--- src/rtl/dspace_com_master_pkg.sv ---
// Shared constants and FSM state encoding for the master end of the board-to-board link.
package dspace_com_master_pkg;

    localparam int WORD_W     = 4;
    localparam int N_WORDS    = 3;
    localparam int FRAME_BITS = WORD_W * N_WORDS;
    localparam int MIN_PERIOD = 2;
    localparam int PERIOD_W   = 8;
    localparam int IDX_W      = $clog2(FRAME_BITS);

    typedef enum logic [1:0] {
        IDLE  = 2'd0,
        START = 2'd1,
        SHIFT = 2'd2,
        DONE  = 2'd3
    } state_e;

endpackage

--- src/rtl/dspace_com_master_fpga_bit_timer.sv ---
// Bit-period timer: holds the latched period, the position inside the current bit and the
// index of the bit being sent, and decodes the sync, mid-bit sample and end-of-bit strobes.
module dspace_com_master_fpga_bit_timer
    import dspace_com_master_pkg::*;
(
    input  logic                clk,
    input  logic                rst,
    input  logic                load,
    input  logic                en,
    input  logic [PERIOD_W-1:0] period_in,
    output logic                sync_stb,
    output logic                sample_stb,
    output logic                wrap_stb,
    output logic                last_bit
);

    logic [PERIOD_W-1:0] period_q, period_d;
    logic [PERIOD_W-1:0] cnt_q, cnt_d;
    logic [IDX_W-1:0]    idx_q, idx_d;
    logic                at_end;

    assign at_end = (cnt_q == period_q - PERIOD_W'(1));

    always_comb begin
        period_d = period_q;
        cnt_d    = cnt_q;
        idx_d    = idx_q;
        if (load) begin
            // Periods below two cycles leave no room for a mid-bit sample, so clamp them.
            period_d = (period_in < PERIOD_W'(MIN_PERIOD)) ? PERIOD_W'(MIN_PERIOD) : period_in;
            cnt_d    = '0;
            idx_d    = IDX_W'(FRAME_BITS - 1);
        end else if (en) begin
            if (at_end) begin
                cnt_d = '0;
                idx_d = idx_q - IDX_W'(1);
            end else begin
                cnt_d = cnt_q + PERIOD_W'(1);
            end
        end
    end

    always_ff @(posedge clk) begin
        if (rst) begin
            period_q <= '0;
            cnt_q    <= '0;
            idx_q    <= '0;
        end else begin
            period_q <= period_d;
            cnt_q    <= cnt_d;
            idx_q    <= idx_d;
        end
    end

    assign sync_stb   = en && (cnt_q == '0);
    assign sample_stb = en && (cnt_q == (period_q >> 1));
    assign wrap_stb   = en && at_end;
    assign last_bit   = (idx_q == '0);

endmodule

--- src/rtl/dspace_com_master.sv ---
// Master end of the FPGA-to-FPGA link: frames a 12-bit full-duplex exchange, MSB first,
// driving start/sync strobes and serial data while shifting in the slave's reply.
module dspace_com_master
    import dspace_com_master_pkg::*;
(
    input  logic                clk,
    input  logic                rst,
    input  logic                Mstart,
    input  logic [PERIOD_W-1:0] bit_rate_fpga,
    input  logic [WORD_W-1:0]   tx_w1,
    input  logic [WORD_W-1:0]   tx_w2,
    input  logic [WORD_W-1:0]   tx_w3,
    input  logic                fpga_in,
    output logic                fpga_out,
    output logic                Sstart,
    output logic                sync_master,
    output logic [WORD_W-1:0]   rx_w1,
    output logic [WORD_W-1:0]   rx_w2,
    output logic [WORD_W-1:0]   rx_w3,
    output logic                busy,
    output logic                done
);

    state_e                  state_q, state_d;
    logic [FRAME_BITS-1:0]   tx_sr_q, tx_sr_d;
    logic [FRAME_BITS-1:0]   rx_sr_q, rx_sr_d;
    logic [FRAME_BITS-1:0]   rx_q, rx_d;
    logic                    fpga_out_q, fpga_out_d;
    logic                    tmr_load;
    logic                    tmr_en;
    logic                    sync_stb;
    logic                    sample_stb;
    logic                    wrap_stb;
    logic                    last_bit;

    assign tmr_en = (state_q == SHIFT);

    dspace_com_master_fpga_bit_timer u_timer (
        .clk        (clk),
        .rst        (rst),
        .load       (tmr_load),
        .en         (tmr_en),
        .period_in  (bit_rate_fpga),
        .sync_stb   (sync_stb),
        .sample_stb (sample_stb),
        .wrap_stb   (wrap_stb),
        .last_bit   (last_bit)
    );

    always_comb begin
        state_d    = state_q;
        tx_sr_d    = tx_sr_q;
        rx_sr_d    = rx_sr_q;
        rx_d       = rx_q;
        fpga_out_d = fpga_out_q;
        tmr_load   = 1'b0;
        case (state_q)
            IDLE: begin
                if (Mstart) begin
                    tmr_load = 1'b1;
                    tx_sr_d  = {tx_w1, tx_w2, tx_w3};
                    state_d  = START;
                end
            end
            START: begin
                // Present the first bit so it is on the wire for the whole first bit period.
                fpga_out_d = tx_sr_q[FRAME_BITS-1];
                tx_sr_d    = tx_sr_q << 1;
                state_d    = SHIFT;
            end
            SHIFT: begin
                if (sample_stb) begin
                    rx_sr_d = {rx_sr_q[FRAME_BITS-2:0], fpga_in};
                end
                // With P=2 the last sample and the end of the frame share a cycle, hence rx_sr_d.
                if (wrap_stb) begin
                    if (last_bit) begin
                        fpga_out_d = 1'b0;
                        rx_d       = rx_sr_d;
                        state_d    = DONE;
                    end else begin
                        fpga_out_d = tx_sr_q[FRAME_BITS-1];
                        tx_sr_d    = tx_sr_q << 1;
                    end
                end
            end
            DONE: begin
                state_d = IDLE;
            end
            default: begin
                state_d = IDLE;
            end
        endcase
    end

    always_ff @(posedge clk) begin
        if (rst) begin
            state_q    <= IDLE;
            tx_sr_q    <= '0;
            rx_sr_q    <= '0;
            rx_q       <= '0;
            fpga_out_q <= 1'b0;
        end else begin
            state_q    <= state_d;
            tx_sr_q    <= tx_sr_d;
            rx_sr_q    <= rx_sr_d;
            rx_q       <= rx_d;
            fpga_out_q <= fpga_out_d;
        end
    end

    assign fpga_out    = fpga_out_q;
    assign Sstart      = (state_q == START);
    assign sync_master = sync_stb;
    assign busy        = (state_q != IDLE);
    assign done        = (state_q == DONE);
    assign rx_w1       = rx_q[3*WORD_W-1:2*WORD_W];
    assign rx_w2       = rx_q[2*WORD_W-1:WORD_W];
    assign rx_w3       = rx_q[WORD_W-1:0];

endmodule

--- config.mk ---
export PLATFORM = sky130hd
export DESIGN_NAME = dspace_com_master
export DESIGN_NICKNAME = d
export VERILOG_FILES = /design/src/rtl/dspace_com_master_pkg.sv /design/src/rtl/dspace_com_master_fpga_bit_timer.sv /design/src/rtl/dspace_com_master.sv
export SDC_FILE = /design/constraint.sdc
export NUM_CORES = 1
export LEC_CHECK = 0
export CORE_UTILIZATION = 26
export CTS_CLUSTER_SIZE = 28
export DETAILED_ROUTE_END_ITERATION = 8
export MAX_ROUTING_LAYER = met4
export SLEW_MARGIN = 20
export SYNTH_ARGS = -nofsm -noshare
export SYNTH_HDL_FRONTEND = slang
export SYNTH_SLANG_ARGS = --single-unit
--- constraint.sdc ---
create_clock -name clk -period 2.2 [get_ports clk]
set_input_delay 0.22 -clock clk [delete_from_list [all_inputs] [get_ports clk]]
set_output_delay 0.22 -clock clk [all_outputs]
set_load 0.01 [all_outputs]
-- After elaboration in Yosys (flattened, before gate mapping)
Cells that the tools add are included.
- register bits: 59
- input bits: 24
- output and inout port bits: 17
- logic and storage cells: 59
- add/sub/neg operators: 3
- order comparisons: 1
- eq/ne operators: 9
- muxes and demuxes: 19
- reduce and logical (&&, ||, !) cells: 18
- operators with widths (cell ; count):
    12-bit two-way mux ; 4
    12-bit case mux with 3 select lines ; 1
    8-bit two-way mux ; 2
    4-bit two-way mux ; 3
    8-bit by 1-bit adder with 8-bit output (second input constant) ; 1
    8-bit by 7-bit equality test with 1-bit output ; 1
    8-bit equality test ; 1
    8-bit logical NOT ; 1
    8-bit by 2-bit less-than comparator with 1-bit output (second input constant) ; 1
    2-bit != test (second input constant) ; 4
    2-bit case mux with 4 select lines ; 1
    2-bit nonzero test ; 4
    8-bit by 1-bit subtractor with 8-bit output (second input constant) ; 1
    2-bit two-way mux ; 3
    2-bit AND reduction ; 3
    3-bit AND reduction ; 2
    2-bit equality test (second input constant) ; 2
    4-bit logical NOT ; 1
    1-bit two-way mux ; 4
    4-bit AND reduction ; 1
    4-bit by 1-bit subtractor with 4-bit output (second input constant) ; 1
    1-bit logical AND ; 3
    3-bit nonzero test ; 1
    2-bit by 1-bit equality test with 1-bit output (second input constant) ; 1
    other kinds (3) ; 3

-- Longest topological paths before layout
- word-level depth: 5
- mapped depth: 12
- depth with buffers taken out: 9

-- Hierarchy
From an unflattened synthesis, not the netlist that was laid out.
- cell total of the unflattened synthesis: 355
- area, all modules: 3196.8 um^2
- by module, submodules not included (module ; instances ; cells an instance ; area each (um^2) ; seq. area each (um^2)):
    dspace_com_master ; 1 ; 206 ; 1916.8 ; 780.7
    dspace_com_master_fpga_bit_timer ; 1 ; 149 ; 1280.0 ; 400.4

-- Least setup slack after synthesis
OpenSTA, ideal clock, no wires.
- kind: reg-to-reg
- start point: register u_timer.period_q[0]
- end point: register state_q[1]
- setup time: 121 ps
- arrival time: 2260 ps
- required time: 2079 ps
- path slack: -181 ps
- stages on the path, launching flop included: 12
- clock period less this slack: 2381 ps
- path through: dfxtp_1 > clkbuf_1 > inv_1 > ha_1 > clkbuf_2 > xnor2_1 > a21o_1 > o21ai_1 > and3_1 > nand3_1 > a21oi_1 > mux2_2
- cells in the longest elaborated chain, start to end: 5
- RTL lines (item ; RTL line ; RTL):
    start, declared ; dspace_com_master_fpga_bit_timer.sv:17 ; logic [PERIOD_W-1:0] period_q, period_d;
    start signal, assigned ; dspace_com_master_fpga_bit_timer.sv:49 ; period_q <= period_d;
    8-bit by 1-bit subtractor with 8-bit output ; dspace_com_master_fpga_bit_timer.sv:22 ; assign at_end = (cnt_q == period_q - PERIOD_W'(1));
    8-bit equality test ; dspace_com_master_fpga_bit_timer.sv:22 ;
    1-bit logical AND ; dspace_com_master_fpga_bit_timer.sv:57 ; assign wrap_stb = en && at_end;
    2-bit != test (no source line) ; - ;
    3-bit AND reduction (no source line) ; - ;
    end signal, assigned ; dspace_com_master.sv:104 ; state_q <= state_d;
    end, declared ; dspace_com_master.sv:24 ; state_e state_q, state_d;
No other way between the ends.
A chain may end at the register's enable or synchronous reset.

-- Final worst setup path
- start point: register u_timer.idx_q[1]
- end point: register tx_sr_q[0]
- cells in the longest elaborated chain, start to end: 3
- RTL lines (item ; RTL line ; RTL):
    start, declared ; dspace_com_master_fpga_bit_timer.sv:19 ; logic [IDX_W-1:0] idx_q, idx_d;
    start signal, assigned ; dspace_com_master_fpga_bit_timer.sv:51 ; idx_q <= idx_d;
    4-bit logical NOT ; dspace_com_master_fpga_bit_timer.sv:58 ; assign last_bit = (idx_q == '0);
    2-bit != test (no source line) ; - ;
    4-bit AND reduction (no source line) ; - ;
    end signal, assigned ; dspace_com_master.sv:105 ; tx_sr_q <= tx_sr_d;
    end, declared ; dspace_com_master.sv:25 ; logic [FRAME_BITS-1:0] tx_sr_q, tx_sr_d;
No other way between the ends.

==> key figures <==
Clock tree
  – Cts hold-fix bufs: 0
  – Worst-path clk slew: 0.05 ns
  – CTS H-tree depth: 3
  – Clk Latency, worst-skew pair: 0.33 ns
  – CTS tree: yes
  – CTS sink cnt: 59
  – Longest Clk Path Bufs: 2
  – Clock Root Buffer: clkbuf_16
  – CTS Buf Count: 9

Layout
  – Proportion of layout cells with a drive suffix above 1: 0.253
  – # fillers: 1,096
  – Commonest non-fill, non-tap cell in the layout: dfxtp_1
  – Most frequent cells in the layout: dfxtp_1 (55), clkdlybuf4s50_1 (38), nor2_1 (33), buf_4 (28), nand2_1 (25)
  – Nets@finish: 420
  – Synth-to-Final Area Change: 37.9%
  – Antenna cell count: 0
  – Fin cells: 531

Yosys
  – Cell variety after synth: 47
  – Mapped Cells: 326
  – Cell area after synthesis: 2970 sq um
  – Sequential share of the synthesized area: 0.398
  – Ys Warns: 0
  – Avg Cell Area, Syn: 9.10 sq um
  – Net count after synthesis: 359
  – #FFs+latches synth: 59

Place
  – I/O Buffers: 40
  – DP Wirelength: 4.79 mm
  – Placed insts: 506
  – Final Wtd Congestion: 0.814

Drt
  – DRT iter0 DRCs: 148
  – Antenna Nets Post-Route: 0
  – Vias/cell: 4.76
  – Initial DRT Pass Iterations: 4
  – DR WL/cell: 13.2 um
  – # DRC: 0
  – DR vias: 2,528
  – WL final: 7.00 mm

STA
  – Max-slew violation count: 0
  – Post-route clock period utilization: 0.968
  – Fin crit period: 2.13 ns
  – Setup_tns: 0 ns
  – Endpoints failing setup: 0
  – Clock Skew: 0.0104 ns
  – Worst-Margin Slew: 0.577 ns
  – Final hold violations: 0
  – Relative slew slack: 0.615
  – Max Freq: 470 MHz
  – RSZ-0062 raised after global routing: true

Floorplan
  – Initial Util: 0.270
  – IO Count: 41
  – Core area: 11,000 sq um
  – Die area: 11,800 sq um
  – Cell row count: 38
  – Die Y: 109 um
  – Die Span X: 109 um

Critical path
  – CP arrival: 2.38 ns
  – Peak fanout along the critical path: 5
  – Stages on worst setup path: 8
  – Reg2Reg Depth: 8
  – CP max stage cell: or3b_1
  – Crit path cell chain: inv_1, ha_1, nor3b_1, or3_1, nor3_2, a41oi_4, or3b_1, a21oi_2
  – Startpoint Class: flip-flop
  – Cell family with most CP delay: simple AND/OR/NAND/NOR gates
  – Crit path buffers/inverters: 1
  – Crit-path max cell delay: 0.42 ns
  – Crit path required time: 2.46 ns
  – Crit. End Element: flip-flop
  – Crit path kind: reg2reg

GRT
  – Largest net degree at the start of global routing: 49
  – GR Overflow Total: 0
  – Global Route Usage Sum: 0.129
  – Initial antenna violation count: 0
  – Vias in the first global route: 2,467
  – First-pass GRT wire length: 11.5 mm

Worst hold path
  – Min-delay worst type: in2reg
  – Hold Path Stages: 3

Power and ir drop
  – PwrDens: 1040 nW/um^2
  – P_leak: 1.68 nW
  – Worst vdd ir: 0.726 mV

Run status
  – Status: completed

Flow run
  – Max_cap viols: 0
[path summary, 6_finish.rpt]
check                   startpoint               end  slack [ns]
hold reg to reg         tx_sr_q[0]        tx_sr_q[0]        0.47
setup reg to reg  u_timer.idx_q[1]        tx_sr_q[0]        0.07
setup / recovery  u_timer.idx_q[1]        tx_sr_q[0]        0.07
hold / removal                 rst  u_timer.idx_q[1]        0.45
[flip-flops by register name, summed over array words and instances (netlist names)]
register	flops
u_timer.cnt_q	8
fpga_out	1
rx_sr_q	12
tx_sr_q	12
rx_q	12
state_q	2
u_timer.period_q	8
u_timer.idx_q	4
[area by class of cell]
class | count | area, sq um | area share
multi-input cells | 231 | 1710 | 0.418
flip-flops and latches | 59 | 1190 | 0.290
repair buffers | 75 | 719 | 0.176
clock buffers | 10 | 229 | 0.0560
well taps | 140 | 175 | 0.0428
inverters | 11 | 41.3 | 0.0101
clock inverters | 5 | 31.3 | 0.00765
[through the flow]
stage / hold slack (ns) / utilization / worst slack, ns / total power (W) / area [sq um]
after floorplan: 0.356 / - / 0.00536 / 0.00242 / 3000
after global placement: 0.443 / 0.330 / 0.0449 / 0.00282 / 3630
after detailed placement: 0.451 / 0.330 / -0.0337 / 0.00285 / 3630
after CTS: 0.451 / 0.359 / 0.00697 / 0.00412 / 3940
after global routing: 0.467 / 0.372 / -0.0475 / 0.00451 / 4090
final: 0.445 / 0.372 / 0.0714 / 0.00424 / 4090
[logic make-up (layout without fill, tap and decap cells)]
group / count (synthesis) / in the layout / synth area share
and+or+nand+nor: 113 / 113 / 0.195
adders and majority gates: 9 / 9 / 0.0380
buffers and inverters: 36 / 101 / 0.0544
muxes: 25 / 25 / 0.0848
DFF: 59 / 59 / 0.398
AOI/OAI and AO/OA: 59 / 59 / 0.156
xor gates and xnor gates: 25 / 25 / 0.0738
[synth_stat cells (all sizes together)]
master,count,area share
dfxtp,59,0.40
nor2,33,0.042
nand2,26,0.033
mux2i,24,0.081
nor3,24,0.048
a21oi,18,0.030
xor2,17,0.050
clkbuf,15,0.019
a211oi,13,0.046
a31o,11,0.032
inv,11,0.014
buf,10,0.021
ha,9,0.038
nand4,8,0.017
xnor2,8,0.024
nor4,5,0.016
and3,3,0.0063
nand3,3,0.0068
nor2b,3,0.0063
o211ai,3,0.0076
o21ai,3,0.0051
o21bai,3,0.0076
and2,2,0.0051
or3,2,0.0042
a21o,1,0.0025
a221oi,1,0.0030
a31oi,1,0.0021
a41o,1,0.0034
a41oi,1,0.0055
and4b,1,0.0034
mux2,1,0.0038
nor3b,1,0.0025
o211a,1,0.0034
o311a,1,0.0034
o31a,1,0.0030
or2,1,0.0021
or3b,1,0.0030
[what timing repair did]
item                       4_1_cts  5_1_grt
pin swaps                        2       11
setup endpoints to repair       24       28
resized for setup                3       23
setup buffers                    1        6
gates cloned                     1        2
[worst reg2reg max path: cells and delay by family (launching register included)]
| kind | cells | cell delay (ns) |
|---|---|---|
| AND/OR/NAND/NOR | 4 | 1.17 |
| buffers and inverters | 1 | 0.04 |
| AO/OA/AOI/OAI | 2 | 0.30 |
| flip-flops | 1 | 0.34 |
| adder cells (fa/ha/maj) | 1 | 0.20 |
[where the power goes]
part	internal, W	leakage (nW)	total (W)	switching (W)
clock	0.000749	0.128	0.00122	0.000474
combinational	0.000829	1.07	0.00169	0.000859
sequential	0.00122	0.481	0.00132	0.000100
total	0.00280	1.68	0.00424	0.00143
[layer usage]
layer  GRT usage  wire (um)  up-vias
li1            -          -     1271
met3      0.0496        398        8
met4      0.0425         76        0
met2       0.197       3220       51
met1       0.155       3300     1198
met5           -          0        -
No activity file was read; power rests on OpenSTA's default activity.
